--- src/rtl/inst_fetch.sv ---
// Instruction fetch stage: owns the PC, looks up a direct-mapped one-word-line
// I-cache and fills misses over a req/done handshake with the memory controller.
module inst_fetch #(
  parameter logic [31:0] RESET_PC   = 32'h0000_0000,
  parameter int          INDEX_BITS = 6,
  parameter logic [31:0] NOP_INST   = 32'h0000_0013
) (
  input  logic        clk,
  input  logic        rst,
  input  logic        rdy,
  input  logic        stall_in,
  input  logic        jump_en,
  input  logic [31:0] jump_addr,
  output logic        mem_req,
  output logic [31:0] mem_addr,
  input  logic        mem_done,
  input  logic [31:0] mem_data,
  output logic [31:0] if_pc,
  output logic [31:0] if_inst,
  output logic        if_valid
);

  localparam int LINES    = 1 << INDEX_BITS;
  localparam int TAG_BITS = 32 - INDEX_BITS - 2;

  typedef enum logic {IDLE, WAIT} state_t;

  state_t                state, state_n;
  logic [31:0]           pc, pc_n;
  logic                  discard, discard_n;
  logic [31:0]           if_pc_n, if_inst_n;
  logic                  if_valid_n;
  logic                  mem_req_n;
  logic [31:0]           mem_addr_n;
  logic [LINES-1:0]      valid, valid_n;
  logic [TAG_BITS-1:0]   tag_mem  [LINES];
  logic [31:0]           data_mem [LINES];

  logic [INDEX_BITS-1:0] rd_idx, wr_idx;
  logic [TAG_BITS-1:0]   rd_tag, wr_tag;
  logic                  hit;
  logic                  cache_we;
  logic [31:0]           jump_target;

  assign rd_idx      = pc[INDEX_BITS+1:2];
  assign rd_tag      = pc[31:INDEX_BITS+2];
  assign wr_idx      = mem_addr[INDEX_BITS+1:2];
  assign wr_tag      = mem_addr[31:INDEX_BITS+2];
  assign hit         = valid[rd_idx] && (tag_mem[rd_idx] == rd_tag);
  assign jump_target = jump_addr & ~32'h3;

  always_comb begin
    state_n    = state;
    pc_n       = pc;
    discard_n  = discard;
    if_pc_n    = if_pc;
    if_inst_n  = if_inst;
    if_valid_n = if_valid;
    mem_req_n  = mem_req;
    mem_addr_n = mem_addr;
    cache_we   = 1'b0;

    case (state)
      IDLE: begin
        if (jump_en) begin
          pc_n       = jump_target;
          if_pc_n    = jump_target;
          if_inst_n  = NOP_INST;
          if_valid_n = 1'b0;
        end else if (stall_in) begin
          // hold everything
        end else if (hit) begin
          if_pc_n    = pc;
          if_inst_n  = data_mem[rd_idx];
          if_valid_n = 1'b1;
          pc_n       = pc + 32'd4;
        end else begin
          mem_req_n  = 1'b1;
          mem_addr_n = pc;
          if_pc_n    = pc;
          if_inst_n  = NOP_INST;
          if_valid_n = 1'b0;
          state_n    = WAIT;
        end
      end

      WAIT: begin
        if (mem_done) begin
          // The fill always lands in the cache, even when the word is not presented.
          mem_req_n = 1'b0;
          cache_we  = 1'b1;
          state_n   = IDLE;
          discard_n = 1'b0;
          if (jump_en) begin
            pc_n       = jump_target;
            if_pc_n    = jump_target;
            if_inst_n  = NOP_INST;
            if_valid_n = 1'b0;
          end else if (stall_in) begin
            // pc still points at the filled line, so it hits once the stall clears
          end else if (discard) begin
            if_pc_n    = pc;
            if_inst_n  = NOP_INST;
            if_valid_n = 1'b0;
          end else begin
            if_pc_n    = mem_addr;
            if_inst_n  = mem_data;
            if_valid_n = 1'b1;
            pc_n       = pc + 32'd4;
          end
        end else begin
          if (jump_en) begin
            pc_n       = jump_target;
            discard_n  = 1'b1;
            if_pc_n    = jump_target;
            if_inst_n  = NOP_INST;
            if_valid_n = 1'b0;
          end else if (!stall_in) begin
            if_pc_n    = pc;
            if_inst_n  = NOP_INST;
            if_valid_n = 1'b0;
          end
        end
      end

      default: state_n = IDLE;
    endcase

    valid_n = valid;
    if (cache_we) valid_n[wr_idx] = 1'b1;
  end

  always_ff @(posedge clk) begin
    if (rst) begin
      state    <= IDLE;
      pc       <= RESET_PC;
      discard  <= 1'b0;
      if_pc    <= 32'h0;
      if_inst  <= 32'h0;
      if_valid <= 1'b0;
      mem_req  <= 1'b0;
      mem_addr <= 32'h0;
      valid    <= '0;
    end else if (rdy) begin
      state    <= state_n;
      pc       <= pc_n;
      discard  <= discard_n;
      if_pc    <= if_pc_n;
      if_inst  <= if_inst_n;
      if_valid <= if_valid_n;
      mem_req  <= mem_req_n;
      mem_addr <= mem_addr_n;
      valid    <= valid_n;
    end
  end

  // Tag/data storage needs no reset; the valid bits gate every use.
  always_ff @(posedge clk) begin
    if (!rst && rdy && cache_we) begin
      tag_mem[wr_idx]  <= wr_tag;
      data_mem[wr_idx] <= mem_data;
    end
  end

endmodule

--- config.mk ---
export PLATFORM = sky130hd
export DESIGN_NAME = inst_fetch
export DESIGN_NICKNAME = d
export VERILOG_FILES = /design/src/rtl/inst_fetch.sv
export SDC_FILE = /design/constraint.sdc
export NUM_CORES = 2
export LEC_CHECK = 0
export ABC_AREA = 1
export BUFFER_PORTS_ARGS = -buffer_cell sky130_fd_sc_hd__clkbuf_2
export CAP_MARGIN = 20
export CORE_UTILIZATION = 30
export DETAILED_ROUTE_END_ITERATION = 16
export GPL_TIMING_DRIVEN = 0
export PLACE_DENSITY = 0.4
export SYNTH_ARGS = -nofsm -noshare
export SYNTH_HDL_FRONTEND = slang
export SYNTH_SLANG_ARGS = --single-unit
--- constraint.sdc ---
create_clock -name clk -period 6.3 [get_ports clk]
set_clock_uncertainty 0.1 [all_clocks]
set_input_delay 0 -clock clk [delete_from_list [all_inputs] [get_ports clk]]
set_output_delay 0 -clock clk [all_outputs]
set_load 0.05 [all_outputs]
Word-level counts from Yosys, hierarchy flattened. Memory sizes are Yosys's and may differ from the RTL's. A register that Yosys moved wholly into a read port is not among the register bits. Cells that the tools add are included.

Flip-flop bits (word level): 196. Bits in writable memories: 3584. Input bits: 70. Output and inout port bits: 98. Logic and storage cells: 104. Memories kept: 2.

Memory list: data_mem (words 64, bits a word 32, rd ports 1, clocked after Yosys merged registers in 1, wr ports 1, line 37) `logic [31:0] data_mem [LINES];`; tag_mem (words 64, bits a word 24, rd ports 1, clocked after Yosys merged registers in 1, wr ports 1, line 36) `logic [TAG_BITS-1:0] tag_mem [LINES];`.

Add/sub/neg operators: 1. Order comparisons: 3. Eq/ne operators: 11. Muxes and demuxes: 60. Bitwise logic cells: 5. Reduce and logical (&&, ||, !) cells: 13.

Operators by type and width (count): 32-bit two-way mux (23); 32-bit case mux with 2 select lines (3); 64-bit OR (1); 32-bit by 3-bit adder with 32-bit output (second input constant) (1); 1-bit two-way mux (25); 24-bit == test (1); 6-bit two-way mux (4); 3-bit != test (second input constant) (5); 6-bit by 7-bit < comparator with 1-bit output (second input constant) (2); 5-bit AND reduction (2); 2-bit != test (second input constant) (4); 1-bit binary-select mux with 6-bit select (1); 1-bit demux with 6-bit select (1); 6-bit by 1-bit greater-or-equal comparator with 1-bit output (second input constant) (1); 1-bit case mux with 2 select lines (3); 3-bit AND reduction (2); 6-bit AND reduction (1); 1-bit logical AND (4); 4-bit != test (second input constant) (1); 1-bit inverter (4); 2-bit AND reduction (2); 2-bit nonzero test (1); 1-bit zero test (1).

Longest topological paths before layout.
Depth in word-level cells: 9. Gate-level depth with buffers: 27. Gate-level depth less buffers: 25.

Worst setup path after synthesis. OpenSTA, ideal clock, no wires.

Path kind: reg-to-reg. Start point: reg state. End point: mem data_mem[17][0] (enable). Library setup time: 470 ps. Arrival time: 3978 ps. Required time: 5730 ps. Path slack: 1752 ps. Cell stages (with the launch flop): 9. Path buffers: 2. Period minus slack after synthesis: 4548 ps. Path through: dfxtp_1 clkbuf_1 nand2_1 nor2_1 inv_1 nor2_1 nand4_1 clkbuf_1 nor2_1.

Word-level cells in the longest chain between the ends: 4.

Ends and longest elaborated chain: start: declaration (line 28) `state_t state, state_n;`; start signal: assignment (line 145) `state <= state_n;`; 1-bit two-way mux (line 63) `case (state)`; 1-bit logical AND (line 159) `if (!rst && rdy && cache_we) begin`; 1-bit two-way mux (line 159); 1-bit two-way mux (not written as such) (line 161) `data_mem[wr_idx] <= mem_data;`; end: declaration (line 37).

No other way between the ends.

==> metrics <==
outcome finished with violations; failing checks setup timing; CTS H-tree depth 5; Design Area, Final 184000 um^2; Fill cells 48400; worst skew pair latency 1.06 ns; share of layout cells above drive strength 1 0.132; vias in the first global route 107000; GRT Total Usage 0.299; worst path cell trace buf_2 -> buf_2 -> buf_2 -> clkbuf_1 -> clkbuf_1 -> buf_8 -> a21oi_1 -> a221oi_1 -> a311oi_1 -> o21ai_0 -> nand3_1 -> nand2_1 -> nand3_1 -> a21oi_1; startpoint types register; Worst IR Drop VDD 0.000279 V; cell area after synthesis 151000 um^2; power per cell area 316 nW/um^2; critical path's top delay family buffers and inverters; Sink Count 3786; CTS buffer count 430; Post-synth ARST share 0; CP peak stage delay 0.97 ns; final hold vios 0; number of enable flip-flop cells after synthesis 3584; DR WL/cell 38.7 um; Vias 115000; Distinct cells, synth 45; Worst Max-Slew Pin Slew 1.33 ns; Leak 62.0 nW; Post-Synthesis Cells 12000; sequential cell area fraction in the yosys report 0.739; max_cap viols 0; Final min period 6.56 ns; Post-Syn Nets 12100; crit path kind register to register; Iter 0 DRT Violations 16500; antenna violations before repair 82; Worst Setup Slack, final -0.262 ns; Final #Nets 13300; area grow syn2layout 21.9%; Final setup viols 7; most frequent cells in the layout 3584 x edfxtp_1, 2002 x nand2_1, 1756 x nand3_1; die area 507000 um^2; Ports 168; Max Slew Vio Count 0; CTS tree done; Routability Congestion 0.937; slowest stage cell, crit path o21ai_0; most numerous cell on the critical path buf_2; initial core utilization 0.301; maximum fanout along the worst path 10; 1st-pass router iterations 7; Syn Area/Cell 12.6 um^2; total power 58.2 mW; Core ar. 502000 um^2; CP bufs+invs 6; first-pass GRT wire length 1020000 um; most common cell after layout, fill and taps aside edfxtp_1; Worst EP arrival 7.39 ns; Main synth FF type edfxtp_1; Root Driver clkbuf_16; pre-CTS WS -0.210 ns; internal reg-to-reg setup slack -0.26 ns; Yosys reg bits 3786; port bufs 164; synth warn 0; Post-DP Area 169000 um^2; Worst EP required 7.13 ns; unrepaired setup endpoints after global routing no; Post-Route Utilization 0.367; global route overflow 0; CTS clk-pin slew, worst paths 0.06 ns; final WL 783000 um; Setup Buffers After CTS 0; Die Span X 712 um; final worst path period share 1.04; Hold Path Class primary input to register; Vias per Instance 5.68; DP HPWL 561000 um; fmax 0.152 GHz; Core Rows 260; drt drc 0; clock tree buffer depth 4; Final ANT Viol Nets 0; Slew HR 0.115; pin count of the biggest net entering global routing 68; Die Y 712 um; CP endpoint kind register
[sequential cells by signal, indices dropped and copies added (netlist names), 32 cells and up, named ones only]
register / count
data_mem: 2048
if_inst: 32
if_pc: 32
mem_addr: 32
pc: 32
tag_mem: 1536
valid: 64
[final timing paths]
path | endpoint | start | depth (start not counted)
worst max-delay path | if_inst[16] | register | 14
worst max register to register | if_inst[16] | register | 14
worst min register to register | valid[24] | valid[24] | 2
worst min-delay path | data_mem[50][13] | mem_data[13] | 2
[layer usage]
| metal | global-route usage | vias up | part of all wire |
|---|---|---|---|
| met1 | 0.389 | 59900 | 0.39 |
| met3 | 0.0486 | 1448 | 0.082 |
| li1 | - | 47000 | - |
| met2 | 0.480 | 6701 | 0.46 |
| met4 | 0.158 | 16 | 0.061 |
| met5 | 0 | - | 0.00016 |
[report_power, final]
part / internal (mW) / switching (mW) / total, mW
clock network: 13.7 / 10.8 / 24.5
registers: 27.6 / 0.156 / 27.7
logic: 1.37 / 4.65 / 6.03
[synthesized netlist by cell type (2+ instances only)]
library cell,number,area share
o22a_1,2,0.00012
clkinv_1,3,0.000074
buf_4,26,0.0013
o211ai_1,30,0.0015
o32ai_1,4,0.00023
buf_1,86,0.0021
a22oi_1,6,0.00030
dfxtp_1,202,0.027
clkbuf_1,522,0.013
inv_1,123,0.0031
inv_2,3,0.000074
o221a_2,202,0.015
nor2_1,1198,0.030
a221oi_1,22,0.0013
nand4_1,15,0.00062
nor4_1,4,0.00017
xor2_1,26,0.0015
nand2_1,2002,0.050
o21ai_0,1197,0.040
o311ai_0,109,0.0063
a311oi_1,2,0.00012
o21ai_1,8,0.00026
edfxtp_1,3584,0.71
o22ai_1,104,0.0043
mux2i_1,9,0.00060
nand3b_1,3,0.00015
nor3_1,16,0.00053
buf_2,273,0.0090
o221ai_1,219,0.013
a21oi_1,219,0.0072
nand3_1,1756,0.058
a32o_1,17,0.0011
a31oi_1,19,0.00079
nor2_2,2,0.000083
[cell families (layout without fill, tap and decap cells)]
kind of cell / count (synthesis) / in the layout / share of synthesized area
buffers and inverters: 1037 / 2551 / 0.0287
and+or+nand+nor: 4999 / 4999 / 0.139
adders and majority gates: 1 / 1 / 0.0000827
muxes: 9 / 9 / 0.000596
other: 0 / 49 / 0
xor gates and xnor gates: 26 / 26 / 0.00151
AOI/OAI and AO/OA: 2166 / 2166 / 0.0913
DFF: 3786 / 3786 / 0.739
[timing repair]
action,4_1_cts,5_1_grt
endpoints found under the hold margin,2246,0
resized for setup,5,7
cloned,0,0
hold buffers,165,0
setup endpoints to repair,4,2
pin swaps,0,0
[layout make-up]
| cell class | instances | area, um^2 | share of cell area |
|---|---|---|---|
| Sequential cell | 3786 | 112000 | 0.606 |
| Multi-Input combinational cell | 7201 | 35700 | 0.194 |
| Clock buffer | 545 | 11400 | 0.0620 |
| Timing Repair Buffer | 735 | 10700 | 0.0578 |
| Tap cell | 6681 | 8360 | 0.0454 |
| Buffer | 908 | 3900 | 0.0212 |
| Clock inverter | 234 | 1880 | 0.0102 |
| Inverter | 129 | 484 | 0.00263 |
| Antenna cell | 49 | 123 | 0.000665 |
[worst register-to-register path, cell delays in order, from the launching register on]
cell and delay [ns]:
dfxtp_1 0.32, buf_2 0.67, buf_2 0.46, buf_2 0.64, clkbuf_1 0.84, clkbuf_1 0.56, buf_8 0.26, a21oi_1 0.07
a221oi_1 0.82, a311oi_1 0.20, o21ai_0 0.97, nand3_1 0.16, nand2_1 0.13, nand3_1 0.13, a21oi_1 0.17
[per-stage QoR]
stage               std cells  hold WS [ns]  TNS (ns)
detailed placement      19300         0.252    -0.327
global route            20200        0.0598         0
CTS                     20200       0.00353         0
global placement        18900         0.244         -
finish                  20300        0.0424    -0.649
floorplan               12000      -0.00113         0
Note: power is estimated with default switching activity, not from simulation.
